[src/rtl/fetch_sequencer.sv]
// Fetch-stage control FSM: decodes IF/ID (and ID/EX for load-use) and steers
// the PC load/select and the IF/ID, ID/EX stall/flush/bubble controls.
module fetch_sequencer #(
    parameter int BR_DELAY = 1
) (
    input  logic        Clk,
    input  logic        Reset,
    input  logic [31:0] IfIdInstr,
    input  logic [31:0] IdExInstr,
    input  logic        BranchValid,
    input  logic        BranchTaken,
    output logic        PcWrite,
    output logic [1:0]  PcSel,
    output logic        IfIdWrite,
    output logic        IfIdFlush,
    output logic        IdExBubble,
    output logic        LinkWrite,
    output logic        Busy
);
    localparam logic [3:0] BR_DLY = 4'(BR_DELAY);

    localparam logic [1:0] SEL_SEQ = 2'b00;
    localparam logic [1:0] SEL_BR  = 2'b01;
    localparam logic [1:0] SEL_J   = 2'b10;
    localparam logic [1:0] SEL_JR  = 2'b11;

    typedef enum logic [1:0] {RUN, BR_WAIT, LD_STALL, JAL_LINK} state_t;

    state_t     state, state_nxt;
    logic [3:0] cnt, cnt_nxt;

    logic [5:0] op, funct, ex_op;
    logic [4:0] rs, rt, ex_rt;
    logic       is_br, is_j, is_jal, is_jr, is_lu;

    assign op    = IfIdInstr[31:26];
    assign rs    = IfIdInstr[25:21];
    assign rt    = IfIdInstr[20:16];
    assign funct = IfIdInstr[5:0];
    assign ex_op = IdExInstr[31:26];
    assign ex_rt = IdExInstr[20:16];

    assign is_br  = (op == 6'b000001) || (op == 6'b000100) || (op == 6'b000101) ||
                    (((op == 6'b000110) || (op == 6'b000111)) && (rt == 5'd0));
    assign is_j   = (op == 6'b000010);
    assign is_jal = (op == 6'b000011);
    assign is_jr  = (op == 6'b000000) && (funct == 6'b001000);
    // A load into $zero never creates a real dependency.
    assign is_lu  = (ex_op == 6'b100011) && (ex_rt != 5'd0) &&
                    ((rs == ex_rt) || (rt == ex_rt));

    always_ff @(posedge Clk) begin
        if (Reset) begin
            state <= RUN;
            cnt   <= 4'd0;
        end else begin
            state <= state_nxt;
            cnt   <= cnt_nxt;
        end
    end

    always_comb begin
        state_nxt  = state;
        cnt_nxt    = cnt;
        PcWrite    = 1'b1;
        PcSel      = SEL_SEQ;
        IfIdWrite  = 1'b1;
        IfIdFlush  = 1'b0;
        IdExBubble = 1'b0;
        LinkWrite  = 1'b0;
        Busy       = (state != RUN);

        case (state)
            RUN: begin
                if (is_lu) begin
                    PcWrite    = 1'b0;
                    IfIdWrite  = 1'b0;
                    IdExBubble = 1'b1;
                    state_nxt  = LD_STALL;
                end else if (is_jr) begin
                    PcSel     = SEL_JR;
                    IfIdFlush = 1'b1;
                end else if (is_br) begin
                    PcWrite    = 1'b0;
                    IfIdWrite  = 1'b0;
                    IdExBubble = 1'b1;
                    cnt_nxt    = BR_DLY;
                    state_nxt  = BR_WAIT;
                end else if (is_j) begin
                    PcSel     = SEL_J;
                    IfIdFlush = 1'b1;
                end else if (is_jal) begin
                    LinkWrite  = 1'b1;
                    PcWrite    = 1'b0;
                    IfIdWrite  = 1'b0;
                    IdExBubble = 1'b1;
                    state_nxt  = JAL_LINK;
                end
            end
            BR_WAIT: begin
                PcWrite    = 1'b0;
                IfIdWrite  = 1'b0;
                IdExBubble = 1'b1;
                if (cnt != 4'd0) begin
                    cnt_nxt = cnt - 4'd1;
                end else if (BranchValid) begin
                    PcWrite   = 1'b1;
                    state_nxt = RUN;
                    if (BranchTaken) begin
                        PcSel     = SEL_BR;
                        IfIdFlush = 1'b1;
                    end else begin
                        IfIdWrite = 1'b1;
                    end
                end
            end
            LD_STALL: state_nxt = RUN;
            JAL_LINK: begin
                PcSel      = SEL_J;
                IfIdFlush  = 1'b1;
                IdExBubble = 1'b1;
                state_nxt  = RUN;
            end
            default: state_nxt = RUN;
        endcase

        // Reset aborts whatever is in flight: no redirect, no link write.
        if (Reset) begin
            PcWrite    = 1'b0;
            PcSel      = SEL_SEQ;
            IfIdWrite  = 1'b0;
            IfIdFlush  = 1'b1;
            IdExBubble = 1'b1;
            LinkWrite  = 1'b0;
            Busy       = 1'b0;
        end
    end
endmodule

[config.mk]
export PLATFORM = sky130hd
export DESIGN_NAME = fetch_sequencer
export DESIGN_NICKNAME = d
export VERILOG_FILES = /design/src/rtl/fetch_sequencer.sv
export SDC_FILE = /design/constraint.sdc
export NUM_CORES = 1
export LEC_CHECK = 0
export CAP_MARGIN = 5
export CORE_AREA = 5 5 54 56
export CTS_CLUSTER_SIZE = 16
export DETAILED_ROUTE_END_ITERATION = 7
export DIE_AREA = 0 0 59 61
export PLACE_DENSITY = 0.87
export SYNTH_ARGS = -nofsm -noshare
export SYNTH_HDL_FRONTEND = slang
export SYNTH_SLANG_ARGS = --single-unit
[constraint.sdc]
create_clock -name Clk -period 4.02 [get_ports Clk]
set_clock_uncertainty 0.2 [all_clocks]
set_input_delay 0.804 -clock Clk [delete_from_list [all_inputs] [get_ports Clk]]
set_output_delay 0.804 -clock Clk [all_outputs]
set_load 0.02 [all_outputs]
# After elaboration in Yosys (flattened, before gate mapping)
# Cells that the tools add are included.
# totals
input_bits	68
output_inout_bits	8
elab_cells	104
reg_bits	6
# op_classes
eq_ne	23
muxes	58
n_reduce_logical	20
addsub	1
# ops
operator	n
$mux W1	35
$eq A6 B3 Y1 const B	4
$mux W2	12
$mux W4	4
$eq A6 B2 Y1 const B	2
$ne A2 B2 Y1 const B	6
$pmux W2 S3	2
$eq A5 B5 Y1	2
$reduce_and A5 Y1	2
$ne A4 B4 Y1 const B	2
$pmux W4 S2	1
$eq A6 B1 Y1 const B	1
$eq A6 B4 Y1 const B	1
$eq A6 B6 Y1 const B	1
$logic_not A6 Y1	1
$pmux W1 S2	3
$logic_not A5 Y1	1
$logic_or A1 B1 Y1	5
$reduce_bool A5 Y1	1
$eq A2 B2 Y1 const B	2
$logic_and A1 B1 Y1	4
$reduce_bool A2 Y1	2
$reduce_bool A4 Y1	1
$reduce_or A2 Y1	2
other kinds (5)	5

# Logic depth before layout (Yosys ltp)
# depth
depth_word	9
ltp_mapped	7
mapped_depth_nobuf	7

# Least setup slack after synthesis
# No wires, ideal clock.
# synth_timing
path_type	input port to output port
startpoint	input port IfIdInstr[16]
endpoint	output port IdExBubble
stages	5
path_buffers	0
t_required_ns	3.016
setup_slack_ns	0.893
arrival_ns	2.123
cell_sequence	or4b_1 -> nor3_1 -> o21ai_1 -> nand2_1 -> a2bb2oi_1
# synth_via
elab_chain_cells	8
elab_cells_between_ends	11
cone_classes	1 x eq/ne; 5 x mux; 5 x reduce/logical
# synth_lines
item	line	rtl
start: declaration	8	input logic [31:0] IfIdInstr,
$logic_not A5 Y1	44	(((op == 6'b000110) || (op == 6'b000111)) && (rt == 5'd0));
$logic_and A1 B1 Y1	44	
$logic_or A1 B1 Y1	43	assign is_br = (op == 6'b000001) || (op == 6'b000100) || (op == 6'b000101) ||
$mux W1	83	end else if (is_br) begin
$mux W1	80	end else if (is_jr) begin
$mux W1 (*)	75	if (is_lu) begin
$pmux W1 S2 (*)	73	case (state)
$mux W1 (*)	128	if (Reset) begin
end: declaration	16	output logic IdExBubble,
# Mark *: on every way between the ends. The rest lies on a longest branch, timed or not.

# Worst setup path after layout
# layout_timing
startpoint	input port IdExInstr[18]
endpoint	output port LinkWrite
# layout_via
elab_chain_cells	6
elab_cells_between_ends	9
cone_classes	2 x eq/ne; 3 x mux; 4 x reduce/logical
# layout_lines
item	line	rtl
start: declaration	9	input logic [31:0] IdExInstr,
$eq A5 B5 Y1 or $reduce_bool A5 Y1 (tied branches)	50, 49	
$logic_or A1 B1 Y1 or $logic_and A1 B1 Y1 (tied branches)	50, 49	
$logic_and A1 B1 Y1 (*)	49	assign is_lu = (ex_op == 6'b100011) && (ex_rt != 5'd0) &&
$mux W1 (*)	75	
$mux W1 (*)	73	
$mux W1 (*)	128	
end: declaration	17	output logic LinkWrite,
# Marked as above.

==> metrics.md <==
| Metric | Value |
|---|---|
| Gr ovfl total | `0` |
| Wire per inst | `13.0 um` |
| Static leakage | `0.537 nW` |
| Detailed placer's ending HPWL | `2.10 mm` |
| Worst hold path class | `flop to flop` |
| Placer's final routability congestion estimate | `0.819` |
| Arr. time, crit path | `2900 ps` |
| Crit share post-route | `97.2%` |
| Top_reg_cell synth | `sky130_fd_sc_hd__dfxtp_1` |
| Max IR drop VDD | `0.0000855 V` |
| Initial antenna violation count | `0` |
| Share of synthesized area occupied by flip-flops and latches | `17.5%` |
| Slack of the worst reg-to-reg path | `2030 ps` |
| Number of cell rows | `18` |
| Crit. End Element | `output port` |
| Root cell of the clock tree | `sky130_fd_sc_hd__clkbuf_4` |
| Clock-pin slew reported for the worst setup and hold paths after clock tree synthesis | `40 ps` |
| Count of flip-flops with a built-in enable after synthesis | `0` |
| Synthesized area | `686 um^2` |
| Number of remaining DRC errors | `0` |
| Reg-to-Reg End | `cnt[1]` |
| WP data required | `3020 ps` |
| Remaining antenna violation count | `0` |
| Horizontal extent of the die | `59 um` |
| Worst slew margin relative to its limit | `64.8%` |
| CTS buffer count | `3` |
| I/O pin count | `76` |
| Clock tree from TritonCTS | `yes` |
| Fin worst setup slack | `114 ps` |
| Overall fraction of global-route tracks in use | `13.5%` |
| Synth Register Bits | `6` |
| Placement Setup Slack | `-20.6 ps` |
| Power per unit of standard cell area | `170 nW/um^2` |
| Worst Reg2Reg Path Length in Cells | `4` |
| Largest fanout on the critical path | `5` |
| Area of the core | `2390 um^2` |
| Largest net degree at the start of global routing | `15` |
| Final hold violations | `0` |
| Max Transition Viols Final | `0` |
| Worst setup endpoint | `LinkWrite` |
| Drt total wl | `2.38 mm` |
| Violation count after the first detailed-route iteration | `31` |
| Total inserted antenna cells | `0` |
| Start point of the critical path | `IdExInstr[18]` |
| Clock period minus worst slack | `3910 ps` |
| Layout cell share with drive strength beyond 1 | `13.7%` |
| Area of the die | `3600 um^2` |
| Post-Syn Instances | `96` |
| Post-layout total power | `218 uW` |
| Highest-count cells in the layout ignoring fill and taps | `39 x sky130_fd_sc_hd__clkdlybuf4s50_1, 13 x sky130_fd_sc_hd__nor2_1, 12 x sky130_fd_sc_hd__buf_4` |
| Number of max-cap violations | `0` |
| Critical R2R Launch | `state[0]` |
| Status | `finished, final reports clean` |
| Total number of H-tree levels | `1` |
| Most common library cell in the layout ignoring fill and taps | `sky130_fd_sc_hd__clkdlybuf4s50_1` |
| Post-synth ARST share | `0%` |
| Clock net sink count | `6` |
| Height of the chip | `61 um` |
| Number of vias after detailed routing | `969` |
| Area growth from synthesis to final layout | `86.3%` |
| Number of distinct library cell variants in the gate-level netlist after synthesis | `34` |
| CTS max path bufs | `2` |
| Number of port buffers | `44` |
| Number of global-route vias before repair | `968` |
| Category of the most critical setup path | `input port to output port` |
| Wire length of the first global-routing pass | `3.71 mm` |
| Final setup fails | `0` |
| Clock latency on the worst-skew pair | `260 ps` |
| Post-synthesis net count | `165` |
| Synth Warn # | `0` |
| Initial standard-cell utilization of the core | `28.7%` |
| Upper clock frequency limit | `0.256 GHz` |
| Slew at the pin with the worst max-slew slack | `520 ps` |
| Startpoint types | `input port` |
| Setup repair after global routing missed its margin | `false` |
| Number of detailed-routing iterations run before antenna repair | `4` |
| Final #Nets | `224` |
| Syn avg cell area | `7.14 um^2` |
| Filler Cell Count | `234` |
| Detail-routed via count per cell | `5.30` |
==> cells in the mapped netlist (2+ instances only) <==
cell type | instances | area (um^2)
sky130_fd_sc_hd__xor2_1 | 10 | 87.6
sky130_fd_sc_hd__o21ai_0 | 3 | 15.0
sky130_fd_sc_hd__clkbuf_1 | 2 | 7.51
sky130_fd_sc_hd__nor3_1 | 7 | 35.0
sky130_fd_sc_hd__o32ai_1 | 3 | 26.3
sky130_fd_sc_hd__or3_1 | 2 | 12.5
sky130_fd_sc_hd__dfxtp_1 | 6 | 120
sky130_fd_sc_hd__nor2b_1 | 2 | 12.5
sky130_fd_sc_hd__o21ai_1 | 2 | 10.0
sky130_fd_sc_hd__nor3_2 | 2 | 20.0
sky130_fd_sc_hd__nor2_1 | 13 | 48.8
sky130_fd_sc_hd__nand3_1 | 2 | 10.0
sky130_fd_sc_hd__inv_1 | 5 | 18.8
sky130_fd_sc_hd__a311oi_1 | 3 | 26.3
sky130_fd_sc_hd__nand4_1 | 2 | 12.5
sky130_fd_sc_hd__a21oi_1 | 2 | 10.0
sky130_fd_sc_hd__nor4b_1 | 3 | 26.3
sky130_fd_sc_hd__nand4b_1 | 2 | 17.5
sky130_fd_sc_hd__nand2_1 | 8 | 30.0
sky130_fd_sc_hd__a31oi_1 | 3 | 18.8
==> critical path, stage by stage <==
cell                              delay [ps]
sky130_fd_sc_hd__clkdlybuf4s50_1         560
sky130_fd_sc_hd__xor2_1                  210
sky130_fd_sc_hd__nor3_2                   80
sky130_fd_sc_hd__a22oi_2                 200
sky130_fd_sc_hd__nor2_1                  140
sky130_fd_sc_hd__nor3_1                  240
sky130_fd_sc_hd__clkdlybuf4s50_1         660
==> logic make-up after synthesis <==
logic type / Yosys count / share of synthesized area [%]
buf+inv: 8 / 4.38
compound gates: 25 / 26.6
flops: 6 / 17.5
xor+xnor: 10 / 12.8
fa+ha+maj: 1 / 1.82
simple gates: 46 / 36.9
==> how the worst min path moves through the flow <==
| stage | startpoint | end | depth (start not counted) |
|---|---|---|---|
| final | cnt[1] | cnt[1] | 2 |
| after detailed placement | cnt[1] | cnt[1] | 2 |
| after global placement | cnt[1] | cnt[1] | 2 |
| after global routing | cnt[1] | cnt[1] | 2 |
| after floorplan | cnt[1] | cnt[1] | 2 |
| after CTS | cnt[1] | cnt[1] | 2 |
==> layer usage <==
layer	share of wire, %	vias to the layer above	GRT usage [%]	wire length [um]
met4	1.9	0	8.41	46
met1	37	436	12.6	874
li1	-	480	-	-
met5	0	-	0	0
met3	8.0	5	2.55	190
met2	53	48	26.7	1270
==> registers in the layout, summed over array words and instances (netlist names) <==
name   flops
cnt        4
state      2
==> layout make-up <==
class,instances,area [um^2],share of cell area [%]
repair buffers,56,539,42.2
multi-input cells,82,536,41.9
flip-flops and latches,6,120,9.40
well taps,30,37.5,2.94
clock buffers,3,22.5,1.76
inverters,6,22.5,1.76
==> what timing repair did <==
| action | 4_1_cts | 5_1_grt |
|---|---|---|
| gates cloned | 0 | 0 |
| gates resized for setup | 1 | 4 |
| hold buffers | 0 | 0 |
| setup buffers | 0 | 0 |
| pin swaps | 0 | 0 |
| setup endpoints to repair | 1 | 4 |
==> power breakdown <==
group          switching [mW]  internal [mW]
clock network          0.0267         0.0341
registers             0.00145         0.0609
logic                  0.0384         0.0561
total                  0.0665          0.151
==> stage by stage <==
step	std cells	utilization (%)	hold slack, ps	setup TNS, ps	cell area [um^2]
detailed placement	180	52.2	330	-20.6	1250
global placement	180	52.2	303	0	1250
CTS	183	53.1	336	0	1270
floorplan	96	-	288	0	686
global route	183	53.5	382	0	1280
finish	183	53.5	329	0	1280
No activity file was read; power rests on OpenSTA's default activity.
